### config.mk
export PLATFORM = sky130hd
export DESIGN_NAME = spi_slave_uc_flat
export DESIGN_NICKNAME = d
export VERILOG_FILES = /design/src/rtl/spi_slave_uc_if.sv /design/src/rtl/spi_slave_uc.sv /design/src/flat_wrapper.sv
export SDC_FILE = /design/constraint.sdc
export NUM_CORES = 1
export LEC_CHECK = 0
export ABC_AREA = 1
export CAP_MARGIN = 20
export CORE_ASPECT_RATIO = 1.1
export CORE_MARGIN = 10
export CORE_UTILIZATION = 45
export CTS_CLUSTER_DIAMETER = 120
export DETAILED_ROUTE_END_ITERATION = 12
export PLACE_DENSITY = 0.72
export SYNTH_ARGS = -nofsm -noshare
export SYNTH_HDL_FRONTEND = slang
export SYNTH_SLANG_ARGS = --single-unit
### constraint.sdc
create_clock -name SYS_CLK -period 2.47 [get_ports SYS_CLK]
set_clock_uncertainty 0.2 [all_clocks]
set_input_delay 0.494 -clock SYS_CLK [delete_from_list [all_inputs] [get_ports SYS_CLK]]
set_output_delay 0.494 -clock SYS_CLK [all_outputs]
set_load 0.02 [all_outputs]
### src/rtl/spi_slave_uc_if.sv
`default_nettype none
// +--------------------------------------------------------------------+
// | spi_slave_uc_if : SPI pins plus fabric strobe/hold word handshake   |
// | Rev 1.0                                                            |
// +--------------------------------------------------------------------+
interface spi_slave_uc_if #(
    parameter int outBits = 16
);
    logic               SCK;
    logic               CSbar;
    logic               MOSI;
    logic               MISO;
    logic               MISO_OE;
    logic [outBits-1:0] DATA_TX;
    logic               TX_ACK;
    logic [outBits-1:0] DATA_RX;
    logic               RX_VALID;
    logic               BUSY;
    logic               ERR;

    modport slave (
        input  SCK, CSbar, MOSI, DATA_TX,
        output MISO, MISO_OE, TX_ACK, DATA_RX, RX_VALID, BUSY, ERR
    );

    modport master (
        output SCK, CSbar, MOSI, DATA_TX,
        input  MISO, MISO_OE, TX_ACK, DATA_RX, RX_VALID, BUSY, ERR
    );
endinterface
`default_nettype wire

### src/rtl/spi_slave_uc.sv
`default_nettype none
// +--------------------------------------------------------------------+
// | spi_slave_uc : mode-0 MSB-first SPI slave, pins oversampled by clk  |
// | Rev 1.0                                                            |
// +--------------------------------------------------------------------+
module spi_slave_uc #(
    parameter int outBits     = 16,
    parameter int SYNC_STAGES = 2
) (
    input  wire logic      SYS_CLK,
    input  wire logic      RST,
    spi_slave_uc_if.slave  spi
);

    localparam int                 CNT_W  = $clog2(outBits + 1);
    localparam logic [CNT_W-1:0]   c_LAST = CNT_W'(outBits - 1);
    localparam logic [CNT_W-1:0]   c_ZERO = '0;

    typedef enum logic [1:0] {
        IDLE     = 2'd0,
        ACTIVE   = 2'd1,
        COMPLETE = 2'd2
    } state_t;

    logic [SYNC_STAGES-1:0] r_sck_sync;
    logic [SYNC_STAGES-1:0] r_csb_sync;
    logic [SYNC_STAGES-1:0] r_mosi_sync;
    logic [SYNC_STAGES-1:0] r_flush;
    logic                   r_sck_hist;
    logic                   r_csb_hist;
    logic                   r_csb_armed;

    logic                   w_sck_s;
    logic                   w_csb_s;
    logic                   w_mosi_s;
    logic                   w_sck_rise;
    logic                   w_sck_fall;
    logic                   w_csb_fall;
    logic                   w_csb_rise;

    always_ff @(posedge SYS_CLK or posedge RST) begin
        if (RST) begin
            r_sck_sync  <= '0;
            r_csb_sync  <= '1;
            r_mosi_sync <= '0;
            r_flush     <= '0;
            r_sck_hist  <= 1'b0;
            r_csb_hist  <= 1'b1;
            r_csb_armed <= 1'b0;
        end else begin
            r_sck_sync  <= {r_sck_sync[SYNC_STAGES-2:0], spi.SCK};
            r_csb_sync  <= {r_csb_sync[SYNC_STAGES-2:0], spi.CSbar};
            r_mosi_sync <= {r_mosi_sync[SYNC_STAGES-2:0], spi.MOSI};
            r_flush     <= {r_flush[SYNC_STAGES-2:0], 1'b1};
            r_sck_hist  <= w_sck_s;
            r_csb_hist  <= w_csb_s;
            // Preset ones in the CSbar chain are not a real deselect; only
            // a high level sampled from the pin arms frame detection.
            if (r_flush[SYNC_STAGES-1] && w_csb_s)
                r_csb_armed <= 1'b1;
        end
    end

    assign w_sck_s    = r_sck_sync[SYNC_STAGES-1];
    assign w_csb_s    = r_csb_sync[SYNC_STAGES-1];
    assign w_mosi_s   = r_mosi_sync[SYNC_STAGES-1];
    assign w_sck_rise =  w_sck_s & ~r_sck_hist;
    assign w_sck_fall = ~w_sck_s &  r_sck_hist;
    assign w_csb_fall = ~w_csb_s &  r_csb_hist & r_csb_armed;
    assign w_csb_rise =  w_csb_s & ~r_csb_hist;

    state_t               r_state,    w_state_nxt;
    logic [CNT_W-1:0]     r_cnt,      w_cnt_nxt;
    logic [outBits-2:0]   r_rx_shift, w_rx_shift_nxt;
    logic [outBits-2:0]   r_tx_shift, w_tx_shift_nxt;
    logic [outBits-1:0]   r_data_rx,  w_data_rx_nxt;
    logic                 r_miso,     w_miso_nxt;
    logic                 r_miso_oe,  w_miso_oe_nxt;
    logic                 r_tx_ack,   w_tx_ack_nxt;
    logic                 r_rx_valid, w_rx_valid_nxt;
    logic                 r_err,      w_err_nxt;
    logic [outBits-1:0]   w_rx_word;

    // MISO itself carries the current MSB, so the tx/rx shifters hold one bit less.
    assign w_rx_word = {r_rx_shift, w_mosi_s};

    always_ff @(posedge SYS_CLK or posedge RST) begin
        if (RST) begin
            r_state    <= IDLE;
            r_cnt      <= '0;
            r_rx_shift <= '0;
            r_tx_shift <= '0;
            r_data_rx  <= '0;
            r_miso     <= 1'b0;
            r_miso_oe  <= 1'b0;
            r_tx_ack   <= 1'b0;
            r_rx_valid <= 1'b0;
            r_err      <= 1'b0;
        end else begin
            r_state    <= w_state_nxt;
            r_cnt      <= w_cnt_nxt;
            r_rx_shift <= w_rx_shift_nxt;
            r_tx_shift <= w_tx_shift_nxt;
            r_data_rx  <= w_data_rx_nxt;
            r_miso     <= w_miso_nxt;
            r_miso_oe  <= w_miso_oe_nxt;
            r_tx_ack   <= w_tx_ack_nxt;
            r_rx_valid <= w_rx_valid_nxt;
            r_err      <= w_err_nxt;
        end
    end

    always_comb begin
        w_state_nxt    = r_state;
        w_cnt_nxt      = r_cnt;
        w_rx_shift_nxt = r_rx_shift;
        w_tx_shift_nxt = r_tx_shift;
        w_data_rx_nxt  = r_data_rx;
        w_miso_nxt     = r_miso;
        w_miso_oe_nxt  = r_miso_oe;
        w_tx_ack_nxt   = 1'b0;
        w_rx_valid_nxt = 1'b0;
        w_err_nxt      = 1'b0;

        case (r_state)
            IDLE: begin
                w_miso_nxt    = 1'b0;
                w_miso_oe_nxt = 1'b0;
                if (w_csb_fall) begin
                    w_tx_shift_nxt = spi.DATA_TX[outBits-2:0];
                    w_miso_nxt     = spi.DATA_TX[outBits-1];
                    w_miso_oe_nxt  = 1'b1;
                    w_tx_ack_nxt   = 1'b1;
                    w_cnt_nxt      = '0;
                    w_state_nxt    = ACTIVE;
                end
            end

            ACTIVE: begin
                // Deselect takes priority over any SCK edge in the same cycle.
                if (w_csb_rise) begin
                    w_err_nxt     = (r_cnt != c_ZERO);
                    w_miso_nxt    = 1'b0;
                    w_miso_oe_nxt = 1'b0;
                    w_cnt_nxt     = '0;
                    w_state_nxt   = IDLE;
                end else if (w_sck_rise) begin
                    w_rx_shift_nxt = w_rx_word[outBits-2:0];
                    w_cnt_nxt      = r_cnt + 1'b1;
                    if (r_cnt == c_LAST) begin
                        w_data_rx_nxt  = w_rx_word;
                        w_rx_valid_nxt = 1'b1;
                        w_miso_nxt     = 1'b0;
                        w_state_nxt    = COMPLETE;
                    end
                end else if (w_sck_fall && (r_cnt != c_ZERO)) begin
                    w_miso_nxt     = r_tx_shift[outBits-2];
                    w_tx_shift_nxt = r_tx_shift << 1;
                end
            end

            COMPLETE: begin
                w_miso_nxt    = 1'b0;
                w_miso_oe_nxt = 1'b1;
                if (w_csb_rise) begin
                    w_miso_oe_nxt = 1'b0;
                    w_cnt_nxt     = '0;
                    w_state_nxt   = IDLE;
                end
            end

            default: begin
                w_miso_nxt    = 1'b0;
                w_miso_oe_nxt = 1'b0;
                w_cnt_nxt     = '0;
                w_state_nxt   = IDLE;
            end
        endcase
    end

    assign spi.MISO     = r_miso;
    assign spi.MISO_OE  = r_miso_oe;
    assign spi.TX_ACK   = r_tx_ack;
    assign spi.DATA_RX  = r_data_rx;
    assign spi.RX_VALID = r_rx_valid;
    assign spi.ERR      = r_err;
    assign spi.BUSY     = (r_state != IDLE);

endmodule
`default_nettype wire

### src/flat_wrapper.sv
// flat-port wrapper written by rule: the top's interface ports become plain ports
module spi_slave_uc_flat 
#(
    parameter int outBits     = 16,
    parameter int SYNC_STAGES = 2
)
  (SYS_CLK, RST, spi_SCK, spi_CSbar, spi_MOSI, spi_DATA_TX, spi_MISO, spi_MISO_OE, spi_TX_ACK, spi_DATA_RX, spi_RX_VALID, spi_BUSY, spi_ERR);
  spi_slave_uc_if #(.outBits(outBits)) spi_i ();
  input  wire logic SYS_CLK;
  input  wire logic RST;
  input wire logic [$bits(spi_i.SCK)-1:0] spi_SCK;
  input wire logic [$bits(spi_i.CSbar)-1:0] spi_CSbar;
  input wire logic [$bits(spi_i.MOSI)-1:0] spi_MOSI;
  input wire logic [$bits(spi_i.DATA_TX)-1:0] spi_DATA_TX;
  output wire logic [$bits(spi_i.MISO)-1:0] spi_MISO;
  output wire logic [$bits(spi_i.MISO_OE)-1:0] spi_MISO_OE;
  output wire logic [$bits(spi_i.TX_ACK)-1:0] spi_TX_ACK;
  output wire logic [$bits(spi_i.DATA_RX)-1:0] spi_DATA_RX;
  output wire logic [$bits(spi_i.RX_VALID)-1:0] spi_RX_VALID;
  output wire logic [$bits(spi_i.BUSY)-1:0] spi_BUSY;
  output wire logic [$bits(spi_i.ERR)-1:0] spi_ERR;
  assign spi_i.SCK = spi_SCK;
  assign spi_i.CSbar = spi_CSbar;
  assign spi_i.MOSI = spi_MOSI;
  assign spi_i.DATA_TX = spi_DATA_TX;
  assign spi_MISO = spi_i.MISO;
  assign spi_MISO_OE = spi_i.MISO_OE;
  assign spi_TX_ACK = spi_i.TX_ACK;
  assign spi_DATA_RX = spi_i.DATA_RX;
  assign spi_RX_VALID = spi_i.RX_VALID;
  assign spi_BUSY = spi_i.BUSY;
  assign spi_ERR = spi_i.ERR;
  spi_slave_uc #(.outBits(outBits), .SYNC_STAGES(SYNC_STAGES)) u_core (.SYS_CLK(SYS_CLK), .RST(RST), .spi(spi_i));
endmodule
== Yosys cells after proc, flatten, opt, wreduce, memory -nomap -nowiden ==
Cells that the tools add are included.
Word-level totals
  output and inout port bits: 22
  register bits after elaboration: 69
Cells by class
  $add $sub $neg: 1
  mux-type cells: 33
  reductions and logical operators: 12
  equal/unequal tests: 13
  bitwise gates (word level): 10
Operator list (number)
  15-bit two-way mux: 4
  15-bit case mux with 2 select lines: 1
  5-bit two-way mux: 4
  1-bit two-way mux: 15
  5-bit case mux with 3 select lines: 1
  2-bit two-way mux: 5
  2-bit by 1-bit inequality test with 1-bit output (second input constant): 4
  4-bit AND reduction: 2
  3-bit by 1-bit inequality test with 1-bit output (second input constant): 2
  2-bit case mux with 3 select lines: 1
  3-bit AND reduction: 2
  5-bit by 1-bit adder with 5-bit output (second input constant): 1
  1-bit AND: 5
  5-bit by 4-bit equality test with 1-bit output (second input constant): 1
  1-bit NOT: 5
  5-bit AND reduction: 1
  5-bit nonzero test: 1
  2-bit inequality test (second input constant): 2
  4-bit by 1-bit inequality test with 1-bit output (second input constant): 1
  4-bit inequality test (second input constant): 1
  2-bit nonzero test: 2
  1-bit case mux with 3 select lines: 1
  2-bit by 1-bit equality test with 1-bit output (second input constant): 1
  2-bit equality test (second input constant): 1
  other kinds (4): 5

== Depth between registers and ports, before layout ==
  depth in word-level cells: 7
  gate-level depth with buffers: 9
  gate-level depth less buffers: 9

== Least setup slack after synthesis ==
No wires, ideal clock.
  path type: reg-to-reg
  start point: register u_core.r_state[1]
  end point: register u_core.r_tx_shift[0]
  library setup time: 116 ps
  slack: 871 ps
  buffers on the path: 1
  clock period less this slack: 1599 ps
  arrival time: 1283 ps
  stages on the path, launching flop included: 8
  path through: dfrtp_1 nor2_1 inv_1 o21ai_4 nand2_4 buf_6 nand2_1 nand2_1
On the way
  cells in the longest elaborated chain, start to end: 3
  elaborated cells between the ends (all ways): 9
Ends and longest elaborated chain
  start, declared: line spi_slave_uc.sv:72  | state_t r_state, w_state_nxt;
  start signal, assigned: line spi_slave_uc.sv:100  | r_state <= w_state_nxt;
  2-bit by 1-bit equality test with 1-bit output / 2-bit zero test (equally long branches): line spi_slave_uc.sv:125  | case (r_state)
  2-bit inequality test (no source line) (tied with other cells)
  5-bit AND reduction (no source line)
  end signal, assigned: line spi_slave_uc.sv:103  | r_tx_shift <= w_tx_shift_nxt;
  end, declared: line spi_slave_uc.sv:75  | logic [outBits-2:0] r_tx_shift, w_tx_shift_nxt;
Several ways; a longest one is shown, not always the timed one.
A chain may end at the register's enable or synchronous reset.

== Final worst setup path ==
  start point: register u_core.r_state[1]
  end point: output spi_BUSY
On the way
  cells in the longest elaborated chain, start to end: 1
Ends and longest elaborated chain
  2-bit nonzero test: line spi_slave_uc.sv:187  | assign spi.BUSY = (r_state != IDLE);
  end, declared: line flat_wrapper.sv:20  | output wire logic [$bits(spi_i.BUSY)-1:0] spi_BUSY;
No other way between the ends.

==> flow_summary.toml <==
[route]
wire_per_inst_um = 12.6
drt-met1-wl_um = 2690
postRouteAntennaNets = 0
via_per_inst = 4.82
wl_met2_um = 2770
maxUsedRoutingLayer = "met4"
first_pass_iters = 4
route.met3.wl_um = 307
routed_wl_um = 5820
drc = 0
dr.first_iter.drc_count = 119
vias = 2230

[clock_network]
cts_sinks = 69
ctsRootBufferMaster = "clkbuf_8"
clkSlewWorstSetupHoldPaths_ns = 0.07
post_cts_resized = 0
clk_latency_ns = 0.34
cts_htree_levels = 3
cts_hold_buf = 0
cts_tree = "done"
cts_max_path_buffers = 2
cts_setup_buffers = 0
numCtsBuffers = 9

[yosys]
yosysSeqAreaShare_pct = 58.2
synth-edff-count = 0
synth_top_area_share_pct = 55.5
synth.distinct_cells = 25
yosys.area.top_type = "dfrtp_1"
netlist_area_mm2 = 0.00298
ys_warn_count = 0
synth-main-ff-cell = "dfrtp_1"
ys_seq_elements = 69
avgSynthCellArea_um2 = 9.07
synth_nets = 352
synth_cells = 328
synth_area_leaders = "dfrtp_1 56%, nand2_1 17%, o21ai_2 4.4%"
async_reset_ff_share_pct = 100

[grt]
grt_pass1_wl_um = 10200
grt_usage_pct = 11.9
grt_max_degree = 44
grt_pass1_vias = 2165
grt_overflow = 0
grt_antenna_before_repair = 0

[setup_path]
arrival_ns = 1.65
crit_slowest_cell = "clkdlybuf4s50_1"
crit_type = "register to output pin"
critPathMaxStageDelay_ns = 0.65
cp-end-kind = "output pin"
cp-start-kind = "register"
cp_top_family = "buffers and inverters"
required_ns = 1.78
path_cells = "nor2_1, inv_1, clkdlybuf4s50_1"
crit_fanout = 4
crit_buf_inv = 2

[pwr]
clockPowerShare_pct = 24.7
p_sw_mw = 1.14
p_comb_share_pct = 30.4
p_int_mw = 2.10
p_per_area_mw_per_mm2 = 890
seqPwrFrac_pct = 44.9
vdd_drop_max_mv = 0.414
cellLeakagePower_nw = 1.78
p_sw_share_pct = 35.1

[die]
rows = 31
die-area_mm2 = 0.0103
ios = 43
die_w_um = 97.5
core_area_mm2 = 0.00652
fp.dieH_um = 105
start_util_pct = 45.7

[sta]
min_period_over_period_pct = 95.1
fmax_mhz = 426
setup_viol = 0
hold_violations = 0
layout_setup_ws_ns = 0.121
rsz0062_at_grt = "no"
min_period_ns = 2.35
slew_viol_final = 0
fin_setup_tns_ns = 0

[cells_and_area]
drive_above_1_share_pct = 12.9
diodes = 0
final_common_cell = "nand2_1"
final_cell_mix = "132 x nand2_1, 66 x dfrtp_1, 42 x clkdlybuf4s50_1"
fin_nets = 400
area_delta_synth_final_pct = 22.4

[place]
routabilityCongestion = 0.790
portBuffers = 42
dp.final_hpwl_um = 4080
post-place-ws_ns = 0.489

[flow_run]
maxCapViolCount = 0

[run_status]
status = "finished clean"

[worst_hold_path]
hold_class = "register to register"
-- stage by stage --
stage	total power, mW	instances	util, %	hold WS, ns	instance area, µm²
floorplan	2.20	328	-	0.131	2980
global placement	2.44	447	53.3	0.133	3470
detailed placement	2.46	447	53.3	0.138	3470
CTS	3.29	463	55.9	0.154	3640
global route	3.50	463	55.9	0.163	3640
finish	3.24	463	55.9	0.149	3640
-- flip-flops by register name (all words and copies together) (netlist names), 5 cells and up --
register	flops
u_core.r_rx_shift	15
u_core.r_tx_shift	15
u_core.spi.DATA_RX	16
u_core.r_cnt	5
-- path summary, 6_finish.rpt --
check	start	slack (ns)	cells after the start	endpoint
hold / removal	u_core.r_mosi_sync[0]$_DFF_PP0_	0.15	0	u_core.r_mosi_sync[1]$_DFF_PP0_
hold reg to reg	u_core.r_mosi_sync[0]$_DFF_PP0_	0.15	0	u_core.r_mosi_sync[1]$_DFF_PP0_
min in group asynchronous	RST	0.21	2	u_core.spi.DATA_RX[11]$_DFFE_PP0P_
setup / recovery	u_core.r_state[1]$_DFFE_PP0P_	0.12	3	spi_BUSY
max in group asynchronous	RST	1.30	3	u_core.r_csb_sync[0]$_DFF_PP1_
setup reg to reg	u_core.r_cnt[0]$_DFFE_PP0P_	0.52	8	u_core.spi.DATA_RX[5]$_DFFE_PP0P_
-- synthesized netlist by cell type (2+ instances only) --
master / count
nand2_2: 2
o21ai_0: 19
dfrtp_1: 66
dfstp_2: 3
nand2_1: 132
buf_6: 5
nor2_4: 3
o21ai_2: 15
buf_2: 5
nor2_1: 11
nand3_1: 22
inv_1: 28
nand2_4: 2
or2_2: 2
ha_1: 3
-- layout make-up --
| type | count | area (µm²) |
|---|---|---|
| fillers | 608 | 2870 |
| well taps | 82 | 103 |
| inverters | 29 | 109 |
| clock inverters | 1 | 5.00 |
| multi-input cells | 219 | 1050 |
| clock buffers | 15 | 166 |
| flip-flops and latches | 69 | 1730 |
| repair buffers | 48 | 478 |
-- per-layer routing --
layer	global-route usage, %	vias up
met5	0	-
met4	6.65	0
met3	3.92	5
met2	17.7	44
met1	14.8	1057
li1	-	1124
-- kinds of logic (layout without fill, tap and decap cells) --
logic type / Yosys count / after routing / share of synthesized area [%]
fa+ha+maj: 3 / 3 / 1.26
compound gates: 38 / 38 / 8.79
buf+inv: 40 / 93 / 6.52
flops: 69 / 69 / 58.2
other cells: 1 / 1 / 0.126
simple gates: 177 / 177 / 25.1
-- power groups by stage --
stage	combinational [mW]	clock (mW)	sequential (mW)
after floorplan	0.736	0	1.47
after global placement	0.971	0	1.47
after detailed placement	0.991	0	1.47
after CTS	1.00	0.834	1.45
after global routing	1.14	0.884	1.48
final	0.985	0.800	1.46
No activity file was read; power rests on OpenSTA's default activity.
